==> config.mk <==
export PLATFORM = sky130hd
export DESIGN_NAME = seg7_scan_ctrl
export DESIGN_NICKNAME = d
export VERILOG_FILES = /design/src/rtl/seg7_pkg.sv /design/src/rtl/segment7.sv /design/src/rtl/seg7_scan_ctrl.sv
export SDC_FILE = /design/constraint.sdc
export NUM_CORES = 1
export LEC_CHECK = 0
export BUFFER_PORTS_ARGS = -buffer_cell sky130_fd_sc_hd__buf_4
export CORE_ASPECT_RATIO = 0.9
export CORE_MARGIN = 2
export CORE_UTILIZATION = 45
export DETAILED_ROUTE_END_ITERATION = 7
export PLACE_DENSITY_LB_ADDON = 0.25
export SYNTH_ARGS = -nofsm -noshare
export SYNTH_HDL_FRONTEND = slang
export SYNTH_HIERARCHICAL = 1
export SYNTH_SLANG_ARGS = --single-unit
==> constraint.sdc <==
create_clock -name clk -period 6 [get_ports clk]
set_clock_uncertainty 0.15 [all_clocks]
set_input_delay 1.2 -clock clk [delete_from_list [all_inputs] [get_ports clk]]
set_output_delay 1.2 -clock clk [all_outputs]
set_load 0.005 [all_outputs]
==> src/rtl/seg7_pkg.sv <==
// Shared constants and types for the multiplexed 7-segment scan controller.
package seg7_pkg;

    localparam logic [6:0] SEG_BLANK = 7'b1111111;

    // Active-low abcdefg patterns for BCD 0..9, a = bit 6.
    localparam logic [6:0] DIGIT_CODES [10] = '{
        7'b0000001, 7'b1001111, 7'b0010010, 7'b0000110, 7'b1001100,
        7'b0100100, 7'b0100000, 7'b0001111, 7'b0000000, 7'b0000100
    };

    typedef enum logic {
        BLANK = 1'b0,
        SHOW  = 1'b1
    } scan_state_t;

endpackage

==> src/rtl/segment7.sv <==
// BCD to active-low 7-segment decoder; codes above 9 decode to blank.
module segment7
    import seg7_pkg::*;
(
    input  logic [3:0] i_bcd,
    output logic [6:0] o_seg
);

    // NOTE: the default assignment before the lookup keeps this purely combinational (no latch).
    always_comb begin
        o_seg = SEG_BLANK;
        for (int k = 0; k < 10; k++) begin
            if (i_bcd == 4'(k)) begin
                o_seg = DIGIT_CODES[k];
            end
        end
    end

endmodule

==> src/rtl/seg7_scan_ctrl.sv <==
// Time-multiplexed scan controller: frame-coherent display shadow, blanking guard
// between digits, leading-zero suppression and a single shared segment decoder.
module seg7_scan_ctrl
    import seg7_pkg::*;
#(
    parameter int NUM_DIGITS   = 4,
    parameter int REFRESH_DIV  = 1000,
    parameter int BLANK_CYCLES = 2
) (
    input  logic                          clk,
    input  logic                          rst,
    input  logic                          load,
    input  logic [4*NUM_DIGITS-1:0]       digits_in,
    input  logic [NUM_DIGITS-1:0]         dp_in,
    input  logic                          lz_suppress,
    output logic [6:0]                    seg_out,
    output logic                          dp_out,
    output logic [NUM_DIGITS-1:0]         an_out,
    output logic [$clog2(NUM_DIGITS)-1:0] digit_idx,
    output logic                          frame_start
);

    localparam int IDX_W = $clog2(NUM_DIGITS);
    localparam int CNT_W = $clog2(REFRESH_DIV);
    localparam logic [CNT_W-1:0] CNT_LAST  = CNT_W'(REFRESH_DIV - 1);
    localparam logic [CNT_W-1:0] BLANK_END = CNT_W'(BLANK_CYCLES - 1);
    localparam logic [IDX_W-1:0] IDX_LAST  = IDX_W'(NUM_DIGITS - 1);

    logic                    r_run;
    logic [CNT_W-1:0]        r_cnt;
    logic [IDX_W-1:0]        r_idx;
    scan_state_t             r_state;
    logic [4*NUM_DIGITS-1:0] r_pend_digits;
    logic [NUM_DIGITS-1:0]   r_pend_dp;
    logic                    r_pend_flag;
    logic [4*NUM_DIGITS-1:0] r_disp_digits;
    logic [NUM_DIGITS-1:0]   r_disp_dp;
    logic [NUM_DIGITS-1:0]   r_disp_sup;

    logic [CNT_W-1:0]        w_nxt_cnt;
    logic [IDX_W-1:0]        w_nxt_idx;
    scan_state_t             w_nxt_state;
    logic                    w_commit;
    logic [4*NUM_DIGITS-1:0] w_commit_digits;
    logic [NUM_DIGITS-1:0]   w_commit_dp;
    logic [NUM_DIGITS-1:0]   w_lz_mask;
    logic [NUM_DIGITS-1:0]   w_an_show;
    logic [3:0]              w_dec_bcd;
    logic [6:0]              w_dec_seg;

    // Outputs are registered from the next-cycle scan position, so the
    // state held in r_* always describes the cycle currently on the pins.
    always_comb begin
        w_nxt_cnt   = '0;
        w_nxt_idx   = '0;
        w_nxt_state = BLANK;
        if (r_run) begin
            w_nxt_idx = r_idx;
            if (r_cnt == CNT_LAST) begin
                w_nxt_idx = (r_idx == IDX_LAST) ? '0 : r_idx + 1'b1;
            end else begin
                w_nxt_cnt = r_cnt + 1'b1;
            end
            case (r_state)
                BLANK:   w_nxt_state = (r_cnt == BLANK_END) ? SHOW : BLANK;
                SHOW:    w_nxt_state = (r_cnt == CNT_LAST) ? BLANK : SHOW;
                default: w_nxt_state = BLANK;
            endcase
        end
    end

    assign w_commit        = (w_nxt_cnt == '0) && (w_nxt_idx == '0);
    assign w_commit_digits = load ? digits_in : r_pend_digits;
    assign w_commit_dp     = load ? dp_in : r_pend_dp;

    always_comb begin
        logic w_seen_nz;
        w_lz_mask = '0;
        w_seen_nz = 1'b0;
        for (int i = NUM_DIGITS - 1; i >= 1; i--) begin
            if (!w_seen_nz && (w_commit_digits[4*i +: 4] == 4'd0)) begin
                w_lz_mask[i] = 1'b1;
            end else begin
                w_seen_nz = 1'b1;
            end
        end
    end

    always_comb begin
        w_an_show = '1;
        for (int i = 0; i < NUM_DIGITS; i++) begin
            w_an_show[i] = (IDX_W'(i) != w_nxt_idx);
        end
    end

    // SHOW never coincides with a commit, so the display register is already settled here.
    assign w_dec_bcd = r_disp_digits[4*w_nxt_idx +: 4];

    segment7 u_segment7 (
        .i_bcd (w_dec_bcd),
        .o_seg (w_dec_seg)
    );

    // NOTE: sequential state uses non-blocking assignments so every register samples pre-edge values.
    always_ff @(posedge clk) begin
        if (rst) begin
            r_run       <= 1'b0;
            r_cnt       <= '0;
            r_idx       <= '0;
            r_state     <= BLANK;
            seg_out     <= SEG_BLANK;
            dp_out      <= 1'b1;
            an_out      <= '1;
            frame_start <= 1'b0;
        end else begin
            r_run       <= 1'b1;
            r_cnt       <= w_nxt_cnt;
            r_idx       <= w_nxt_idx;
            r_state     <= w_nxt_state;
            frame_start <= w_commit;
            if (w_nxt_state == SHOW) begin
                an_out  <= w_an_show;
                seg_out <= r_disp_sup[w_nxt_idx] ? SEG_BLANK : w_dec_seg;
                dp_out  <= ~r_disp_dp[w_nxt_idx];
            end else begin
                an_out  <= '1;
                seg_out <= SEG_BLANK;
                dp_out  <= 1'b1;
            end
        end
    end

    always_ff @(posedge clk) begin
        if (rst) begin
            r_pend_digits <= '0;
            r_pend_dp     <= '0;
            r_pend_flag   <= 1'b0;
            r_disp_digits <= '0;
            r_disp_dp     <= '0;
            r_disp_sup    <= '0;
        end else if (w_commit) begin
            if (load || r_pend_flag) begin
                r_disp_digits <= w_commit_digits;
                r_disp_dp     <= w_commit_dp;
                r_disp_sup    <= lz_suppress ? w_lz_mask : '0;
            end
            r_pend_flag <= 1'b0;
        end else if (load) begin
            r_pend_digits <= digits_in;
            r_pend_dp     <= dp_in;
            r_pend_flag   <= 1'b1;
        end
    end

    assign digit_idx = r_idx;

endmodule

==> results of run 1 <==
## registers in the layout, indices dropped and copies added, names as in the netlist
| name | cells |
|---|---|
| digit_idx | 2 |
| frame_start | 1 |
| r_pend_digits | 16 |
| r_disp_sup | 3 |
| r_pend_flag | 1 |
| dp_out | 1 |
| r_pend_dp | 4 |
| r_cnt | 10 |
| r_state | 1 |
| seg_out | 7 |
| an_out | 4 |
| r_run | 1 |
| r_disp_digits | 16 |
| r_disp_dp | 4 |
## area by class of cell
type / instances / area, µm²
well taps: 96 / 120
clock buffers: 14 / 173
repair buffers: 42 / 315
fillers: 711 / 3580
clock inverters: 2 / 37.5
inverters: 5 / 18.8
multi-input cells: 280 / 1950
flip-flops and latches: 71 / 1420
## cells by family after synthesis
| family | count (synthesis) | synth area share, % |
|---|---|---|
| xor gates and xnor gates | 11 | 2.70 |
| adders and majority gates | 3 | 1.05 |
| and+or+nand+nor | 133 | 17.5 |
| buffers and inverters | 35 | 5.77 |
| DFF | 71 | 39.8 |
| AOI/OAI and AO/OA | 83 | 18.7 |
| muxes | 50 | 14.5 |
## routing by layer
layer / global-route usage, % / share of wire [%] / wire, µm
met1: 26.0 / 51 / 3760
met2: 27.9 / 44 / 3300
met3: 4.82 / 3.9 / 293
met4: 5.81 / 1.1 / 81
met5: 0 / 0 / 0
## cell usage in the layout, fill, tap and decap left out, types with 6 or more instances in the layout
cell type / Yosys / routed
a211oi_2: 19 / 19
a21oi_1: 27 / 27
buf_4: 9 / 42
clkbuf_8: 0 / 12
dfxtp_1: 71 / 71
mux2i_1: 45 / 45
nand2_1: 57 / 57
nand3_1: 8 / 8
nor2_1: 31 / 30
nor3_1: 8 / 8
o21ai_0: 6 / 6
or2_1: 7 / 7
xnor2_1: 7 / 7
## power groups by stage
| stage | clock network (mW) | logic [mW] | registers (mW) |
|---|---|---|---|
| 4_1_cts | 0.409 | 0.136 | 0.508 |
| 6_report | 0.398 | 0.135 | 0.508 |
| 3_5_place_dp | 0 | 0.134 | 0.519 |
| 5_1_grt | 0.432 | 0.151 | 0.511 |
| 3_3_place_gp | 0 | 0.133 | 0.518 |
| 2_1_floorplan | 0 | 0.106 | 0.516 |
## how the worst min path moves through the flow
| stage | end | slack, ns | depth (start not counted) |
|---|---|---|---|
| global route | r_pend_dp[1]$_SDFFE_PP0N_ | 0.32 | 2 |
| detailed placement | r_pend_dp[1]$_SDFFE_PP0N_ | 0.30 | 2 |
| finish | r_pend_dp[1]$_SDFFE_PP0N_ | 0.31 | 2 |
| global placement | r_pend_dp[0]$_SDFFE_PP0N_ | 0.29 | 2 |
| floorplan | r_pend_digits[0]$_SDFFE_PP0N_ | 0.28 | 2 |
| CTS | r_pend_dp[1]$_SDFFE_PP0N_ | 0.31 | 2 |
## stage by stage
stage / util [%] / total power, mW
floorplan: - / 0.621
global placement: 50.2 / 0.651
global route: 53.0 / 1.09
detailed placement: 50.2 / 0.653
CTS: 53.0 / 1.05
finish: 53.0 / 1.04
## worst min-delay path: cells and delay by family (launching register included)
| family | cells | cell delay, ns |
|---|---|---|
| flip-flops | 1 | 0.31 |
| AND/OR/NAND/NOR | 1 | 0.05 |
| multiplexers | 1 | 0.05 |
==> summary.txt, run 1 <==
Global route
  • Grt ovf: 0
  • Global-route usage over all layers: 18.4%
  • First-pass GRT wire length: 12900 µm
  • Vias in the first global route: 2643
  • Pin count of the biggest net entering global routing: 47
  • Initial antenna violation count: 0

Critical path
  • RR Startpoint: r_cnt[0]$_SDFF_PP0_
  • Startpoint types: register
  • CP Data Arrival Time: 3.83 ns
  • Crit. End Element: register
  • CP max FO: 14
  • CP required: 6.08 ns
  • R2R cell count: 9
  • Highest-delay cell along the critical path: o21ai_1
  • Crit path cell chain: ha_1, nand2_1, o31a_1, o21ai_1, nor2_1, a21oi_1, nor2b_1, o32a_1, or2_1
  • Crit path max-delay family: compound AO/OA/AOI/OAI gates
  • CP Class: register to register
  • Critical path origin: r_cnt[0]$_SDFF_PP0_
  • Crit-path max cell delay: 0.76 ns
  • CP endpoint: seg_out[6]$_SDFF_PP1_
  • FF-to-FF End: seg_out[6]$_SDFF_PP1_
  • Reg2Reg Setup Slack: 2.25 ns
  • Buf/Inv on CP: 0
  • Crit. path cell count: 9

STA
  • RSZ-0062 raised after global routing: false
  • Final worst slack: 2.25 ns
  • Final Critical Period: 3.75 ns
  • Worst-margin pin slew: 1.02 ns
  • Final period util: 62.5%
  • Fin Setup TNS: 0 ns
  • Final setup fails: 0
  • Hold slack: 0.307 ns
  • Pins Over Slew Limit: 0
  • Hold violation total from the final report: 0
  • Fmax: 267 MHz
  • Slew headroom: 31.7%

Clocking
  • Root Driver: clkbuf_8
  • Clock latency at the later pin of the worst-skew pair: 0.34 ns
  • Resized cells post-CTS: 0
  • H-tree depth: 3
  • CTS sink count: 71
  • Clock buffer count from CTS: 9
  • Post-CTS Hold Buffers: 0
  • Postcts setup bufs: 0
  • CTS tree: built
  • Clock tree buffer depth: 2
  • Reg clk slew, reported paths: 0.07 ns

Layout
  • Fin nets: 436
  • Non-Filler Instances: 510
  • Share of cells above drive strength 1: 21.5%
  • Antenna cells: 0
  • Fin area: 4040 µm²
  • Layout area overhead: 12.9%

Pwr
  • Gate power share: 13.0%
  • Internal: 0.781 mW
  • Sequential Power Share: 48.8%
  • Clock power frac: 38.2%
  • Sw Ratio: 25.0%
  • PwrDens: 258 nW/µm²
  • Worst vdd ir: 0.170 mV
  • NetSw: 0.261 mW
  • Leakage: 1.56 nW

Yosys
  • Top-area cell type share of the netlist area: 39.8%
  • Sequential fraction of the synthesis area: 39.8%
  • Yosys Warn Count: 6
  • Mapped Nets: 413
  • Synth area leader: dfxtp_1
  • Unique masters post-synth: 55
  • Number of flops mapped to enable cells by yosys: 0
  • Async set-reset flop share out of synthesis: 0%
  • Netlist area before placement: 3570 µm²
  • Synth area leaders: dfxtp_1 (40%), mux2i_1 (13%), a211oi_2 (6.7%), nand2_1 (6.0%), a21oi_1 (3.8%)
  • Most frequent cell after synthesis: dfxtp_1
  • Synth Flop Type: dfxtp_1
  • Avg Cell Area, Syn: 9.26 µm²
  • Top cells by count, synth: dfxtp_1 (71), nand2_1 (57), mux2i_1 (45)
  • Mapped Cells: 386
  • Yosys reg bits: 71

Floorplan
  • Core footprint: 7620 µm²
  • DIE AREA: 8670 µm²
  • Starting Density: 46.9%
  • Row Count: 30
  • Die Y: 88.6 µm
  • Die Wd: 98.0 µm
  • # IOs: 39

Placement
  • Cells after DPL: 494
  • Final GP Congestion: 0.850
  • Place WS: 2.28 ns
  • Post-DP Area: 3820 µm²
  • DP Wirelength: 4990 µm
  • PortBufs: 38

Detailed routing
  • Drc violations: 0
  • 1st-iter DRT viols: 142
  • DR vias: 2800
  • Drt total wl: 7430 µm
  • Vias per inst: 5.49
  • Initial DRT Pass Iterations: 5
  • Post-route ant nets: 0
  • WL per Instance: 14.6 µm

Run status
  • Outcome: finished, final reports clean

Hold path
  • Start point of the worst hold path: r_pend_dp[1]$_SDFFE_PP0N_
  • Path category of the worst min-delay check: register to register

Job
  • Max Cap Viol: 0
No activity file was read; power rests on OpenSTA's default activity.
==> run 2, diff against run 1 <==
- clock period: 6 -> 3.4 ns (I/O delays scaled with it)
==> summary.txt, run 2 (same netlist as run 1, synthesis figures left out) <==
Detailed routing
  • 1st-iter DRT viols: 124 (-13%)
  • Vias per inst: 5.46 (-0.59%)
  • WL per Instance: 14.5 µm (-0.45%)
  • DR top layer: met4
  • Drc violations: 0 (unchanged)
  • Met1 wire length: 3770 µm (+0.40%)
  • Met2 routed WL: 3350 µm (+1.6%)
  • Drt total wl: 7550 µm (+1.5%)
  • Met3 wire length: 342 µm (+17%)
  • Initial DRT Pass Iterations: 4 (-1)
  • Post-route ant nets: 0 (unchanged)
  • DR vias: 2838 (+1.4%)

Clocking
  • Resized cells post-CTS: 0 (unchanged)
  • CTS sink count: 71 (unchanged)
  • Root Driver: clkbuf_8
  • Reg clk slew, reported paths: 0.08 ns (about the same)
  • Postcts setup bufs: 0 (unchanged)
  • Post-CTS Hold Buffers: 0 (unchanged)
  • CTS tree: built
  • Clock latency at the later pin of the worst-skew pair: 0.35 ns (about the same)
  • Clock tree buffer depth: 2 (unchanged)
  • H-tree depth: 3 (unchanged)
  • Clock buffer count from CTS: 9 (unchanged)

Layout
  • Multi-input gate area: 1960 µm² (+0.77%)
  • Antenna cells: 0 (unchanged)
  • Non-Filler Instances: 520 (+2.0%)
  • Commonest non-fill, non-tap cells in the layout: dfxtp_1 (71), nand2_1 (57), buf_4 (52), mux2i_1 (45), nor2_1 (30)
  • Fin area: 4090 µm² (+1.3%)
  • Share of cells above drive strength 1: 24.8% (+3.3 points)
  • FF+latch area: 1420 µm² (unchanged)
  • Largest regs: r_disp_digits x16, r_pend_digits x16, r_cnt x10
  • Fin nets: 446 (+2.3%)
  • Commonest non-fill, non-tap cell in the layout: dfxtp_1
  • Final Core Density: 53.7% (+0.71 points)
  • Layout area overhead: 14.4%
  • Fillers: 707 (-0.56%)

Hold path
  • Cell depth of the worst hold path: 2 (unchanged)
  • Path category of the worst min-delay check: register to register
  • Hold EP: r_pend_digits[1]$_SDFFE_PP0N_
  • Start point of the worst hold path: r_pend_digits[1]$_SDFFE_PP0N_

Pwr
  • Worst vdd ir: 0.215 mV (+27%)
  • Power, Total: 1.73 mW (+66%)
  • PwrDens: 424 nW/µm² (+64%)
  • Leakage: 1.58 nW (+1.9%)

STA
  • Fmax: 315 MHz (+18%)
  • Fin Setup TNS: 0 ns (unchanged)
  • Worst-margin pin slew: 0.484 ns (-0.538 ns)
  • Final worst slack: 0.230 ns (-2.02 ns)
  • Final Critical Period: 3.17 ns (-0.580 ns)
  • Final setup fails: 0 (unchanged)
  • Hold slack: 0.310 ns (+0.00264 ns)
  • Hold violation total from the final report: 0 (unchanged)
  • RSZ-0062 raised after global routing: false
  • Final period util: 93.2% (+31 points)
  • Pins Over Slew Limit: 0 (unchanged)
  • Slew headroom: 67.7% (+36 points)

Placement
  • Post-DP Area: 3900 µm² (+2.1%)
  • Final GP Congestion: 0.840 (-1.2%)
  • DP Wirelength: 5180 µm (+3.7%)
  • Place WS: 0.111 ns (-2.17 ns)
  • PortBufs: 38 (unchanged)
  • Cells after DPL: 504 (+2.0%)

Global route
  • Pin count of the biggest net entering global routing: 47 (unchanged)
  • Grt ovf: 0 (unchanged)
  • First-pass GRT wire length: 12900 µm (-0.26%)
  • Initial antenna violation count: 0 (unchanged)
  • Vias in the first global route: 2600 (-1.6%)
  • Global-route usage over all layers: 18.5% (+0.048 points)

Critical path
  • CP Data Arrival Time: 3.26 ns (-0.57 ns)
  • Reg2Reg Setup Slack: 0.23 ns (-2.02 ns)
  • Crit. End Element: register
  • FF-to-FF End: seg_out[6]$_SDFF_PP1_
  • R2R cell count: 10 (+1)
  • Startpoint types: register
  • CP required: 3.49 ns (-2.59 ns)
  • CP Class: register to register
  • RR Startpoint: r_cnt[0]$_SDFF_PP0_
  • CP max FO: 11 (-3)

Floorplan
  • DIE AREA: 8670 µm² (unchanged)
  • # IOs: 39 (unchanged)
  • Starting Density: 46.9% (unchanged)
  • Die Y: 88.6 µm (unchanged)
  • Die Wd: 98.0 µm (unchanged)
  • Core footprint: 7620 µm² (unchanged)
  • Row Count: 30 (unchanged)

Job
  • Max Cap Viol: 0 (unchanged)

Run status
  • Outcome: finished, final reports clean
[run 2: cell types whose count changed in the layout (fill, tap and decap cells not counted)]
cell,previous run,this run
a21oi_1,27,24
a21oi_2,0,3
buf_4,42,52
bufinv_16,1,0
clkbuf_1,2,0
clkbuf_8,12,9
clkinv_2,0,2
clkinv_4,0,2
clkinvlp_4,1,3
o21ai_1,5,4
o21ai_2,0,1
[run 2: worst max-delay path by stage]
stage                            end  cells past startpoint                 from  slack, ns
2_1_floorplan  seg_out[6]$_SDFF_PP1_                     13  r_cnt[0]$_SDFF_PP0_       0.07
3_3_place_gp   seg_out[3]$_SDFF_PP1_                     10  r_cnt[0]$_SDFF_PP0_       0.29
3_5_place_dp   seg_out[3]$_SDFF_PP1_                     10  r_cnt[0]$_SDFF_PP0_       0.11
4_1_cts        seg_out[3]$_SDFF_PP1_                     10  r_cnt[0]$_SDFF_PP0_       0.07
5_1_grt        seg_out[6]$_SDFF_PP1_                     10  r_cnt[0]$_SDFF_PP0_       0.06
6_report       seg_out[6]$_SDFF_PP1_                     10  r_cnt[0]$_SDFF_PP0_       0.23
[run 2: cell type report]
| type | instances | area share (%) |
|---|---|---|
| multi-input combinational | 280 | 48.0 |
| sequential | 71 | 34.8 |
| timing repair buffer | 52 | 9.55 |
| clock buffer | 9 | 3.03 |
| tap | 96 | 2.94 |
| clock inverter | 7 | 1.22 |
| inverter | 5 | 0.459 |
[run 2: report_power, final]
| part | internal (mW) | switching, mW | total [mW] | leakage [nW] |
|---|---|---|---|---|
| clock | 0.264 | 0.327 | 0.591 | 0.0812 |
| sequential | 0.873 | 0.0275 | 0.900 | 0.581 |
| combinational | 0.109 | 0.132 | 0.241 | 0.923 |
[run 2: routing by layer]
layer  vias up  track usage (%)
met5         -                0
met4         0             4.80
met3         5             5.13
met2        55             28.1
met1      1341             26.2
li1       1437                -
[run 2: worst max-delay path, cell delays in order, from the launching register on]
cell	delay (ns)
dfxtp_1	0.51
ha_1	0.23
nand2_1	0.13
o31a_1	0.31
o21ai_2	0.36
buf_4	0.24
mux2i_1	0.24
a21oi_2	0.16
and2_4	0.20
o32a_1	0.31
or2_1	0.22
==> run 3, diff against run 2 <==
- ABC_CLOCK_PERIOD_IN_PS: default -> 2700
- clock period: 3.4 -> 2.7 ns (I/O delays scaled with it)
==> summary.txt, run 3 (same netlist as run 1, synthesis figures left out) <==
Run status
  • Outcome: finished, final reports clean

Detailed routing
  • WL per Instance: 14.7 µm (+1.3%)
  • Drt total wl: 8150 µm (+8.1%)
  • Initial DRT Pass Iterations: 4 (unchanged)
  • 1st-iter DRT viols: 156 (+26%)
  • Vias per inst: 5.41 (-0.79%)
  • Drc violations: 0 (unchanged)
  • Post-route ant nets: 0 (unchanged)
  • DR vias: 3005 (+5.9%)

Pwr
  • Clock power frac: 36.9% (+2.8 points)
  • Leakage: 1.83 nW (+15%)
  • PwrDens: 516 nW/µm² (+22%)
  • Worst vdd ir: 0.408 mV (+89%)
  • NetSw: 0.664 mW (+36%)
  • Power, Total: 2.38 mW (+37%)
  • Internal: 1.71 mW (+38%)
  • Sw Ratio: 27.9% (-0.19 points)
  • Gate power share: 15.4% (+1.5 points)
  • Sequential Power Share: 47.7% (-4.3 points)

Global route
  • Grt ovf: 0 (unchanged)
  • Met2 GRT Util: 30.9% (+2.9 points)
  • Vias in the first global route: 2768 (+6.5%)
  • Met3 GRT Util: 5.92% (+0.79 points)
  • Initial antenna violation count: 0 (unchanged)
  • First-pass GRT wire length: 13300 µm (+3.4%)
  • M1 GR Usage: 25.5% (-0.71 points)
  • Busiest grt layer: met2
  • Pin count of the biggest net entering global routing: 47 (unchanged)
  • Global-route usage over all layers: 19.5% (+0.98 points)

Layout
  • Fin area: 4600 µm² (+13%)
  • Fin nets: 481 (+7.8%)
  • Multi-input gate area: 2110 µm² (+7.5%)
  • Largest regs: r_disp_digits x16, r_pend_digits x16, r_cnt x10
  • FF+latch area: 1440 µm² (+1.2%)
  • Fillers: 676 (-4.4%)
  • Layout area overhead: 28.7%
  • Share of cells above drive strength 1: 35.3% (+11 points)
  • Commonest non-fill, non-tap cells in the layout: buf_4 (81), dfxtp_1 (65), nand2_1 (56), mux2i_1 (43), nor2_1 (27)
  • Commonest non-fill, non-tap cell in the layout: buf_4
  • Non-Filler Instances: 555 (+6.7%)
  • Antenna cells: 0 (unchanged)

Floorplan
  • Die Wd: 98.0 µm (unchanged)
  • Starting Density: 46.9% (unchanged)
  • Die Y: 88.6 µm (unchanged)
  • Row Count: 30 (unchanged)
  • Core footprint: 7620 µm² (unchanged)
  • # IOs: 39 (unchanged)
  • DIE AREA: 8670 µm² (unchanged)

STA
  • RSZ-0062 raised after global routing: true
  • Hold violation total from the final report: 0 (unchanged)
  • Fmax: 377 MHz (+20%)
  • Worst-margin pin slew: 0.496 ns (+0.0119 ns)
  • Final setup fails: 0 (unchanged)
  • Slew headroom: 66.8% (-0.94 points)
  • Final Critical Period: 2.65 ns (-0.520 ns)
  • Final worst slack: 0.0496 ns (-0.180 ns)
  • Pins Over Slew Limit: 0 (unchanged)
  • Final period util: 98.2% (+4.9 points)

Clocking
  • H-tree depth: 3 (unchanged)
  • Clock buffer count from CTS: 9 (unchanged)
  • CTS tree: built
  • CTS sink count: 71 (unchanged)
  • Root Driver: clkbuf_8
  • Clock latency at the later pin of the worst-skew pair: 0.36 ns (about the same)
  • Clock tree buffer depth: 2 (unchanged)
  • Reg clk slew, reported paths: 0.08 ns (about the same)
  • Post-CTS Hold Buffers: 0 (unchanged)

Placement
  • Post-DP Area: 4190 µm² (+7.4%)
  • Final GP Congestion: 0.820 (-2.3%)
  • PortBufs: 38 (unchanged)
  • Place WS: 0.0154 ns (-0.0955 ns)
  • Cells after DPL: 530 (+5.2%)
  • DP Wirelength: 5680 µm (+9.8%)

Critical path
  • CP Data Arrival Time: 2.75 ns (-0.51 ns)
  • Crit. End Element: register
  • CP Class: register to register
  • CP max FO: 6 (-5)
  • CP required: 2.80 ns (-0.69 ns)
  • Startpoint types: register

Hold path
  • Path category of the worst min-delay check: input port to register

Job
  • Max Cap Viol: 0 (unchanged)
run 3: final cells by class:
class                   instances  share of cell area (%)
inverters                       5                   0.408
well taps                      96                    2.61
clock inverters                 7                    1.74
multi-input cells             280                    45.9
clock buffers                   9                    2.69
flip-flops and latches         71                    31.3
repair buffers                 87                    15.4
run 3: what timing repair did:
item                       4_1_cts  5_1_grt
setup endpoints to repair        3       34
cloned                           0        1
pin swaps                        3        8
buffers inserted                 5        3
resized for setup                5       25
hold endpoints to repair         0        0
run 3: layer usage:
metal | part of all wire (%) | vias up | routed length (µm)
met5 | 0 | - | 0
met4 | 1.6 | 0 | 129
met3 | 4.6 | 10 | 372
met2 | 47 | 57 | 3860
met1 | 47 | 1424 | 3790
li1 | - | 1514 | -
run 3: worst max-delay path, cell delays in order, from the launching register on:
cell and delay [ns]:
dfxtp_4 0.35, nand4bb_4 0.23, o31a_1 0.32, o21ai_4 0.28
mux2_4 0.35, nor2_4 0.11, a21oi_2 0.04, and2_4 0.16
o32a_1 0.34, or2_1 0.21
run 3: stage by stage:
step                      hold slack, ns  setup TNS [ns]  util [%]
after floorplan                    0.284         -0.0814         -
after global placement             0.291               0      55.0
after detailed placement           0.300               0      55.0
after CTS                          0.276               0      58.4
after global routing               0.286          -0.102      60.4
final                              0.290               0      60.4
run 3: final timing paths:
path	start	to	slack, ns	depth (start not counted)
setup / recovery	r_cnt[4]$_SDFF_PP0_	seg_out[6]$_SDFF_PP1_	0.05	9
hold / removal	digits_in[1]	r_pend_digits[1]$_SDFFE_PP0N_	0.29	3
setup reg to reg	r_cnt[4]$_SDFF_PP0_	seg_out[6]$_SDFF_PP1_	0.05	9
hold reg to reg	r_pend_dp[2]$_SDFFE_PP0N_	r_pend_dp[2]$_SDFFE_PP0N_	0.31	2
run 3: power groups by stage:
stage          clock network [mW]  logic, mW  registers [mW]
5_1_grt                     0.942      0.403            1.14
4_1_cts                     0.901      0.343            1.13
3_3_place_gp                    0      0.327            1.16
3_5_place_dp                    0      0.333            1.16
6_report                    0.877      0.367            1.13
2_1_floorplan                   0      0.239            1.15
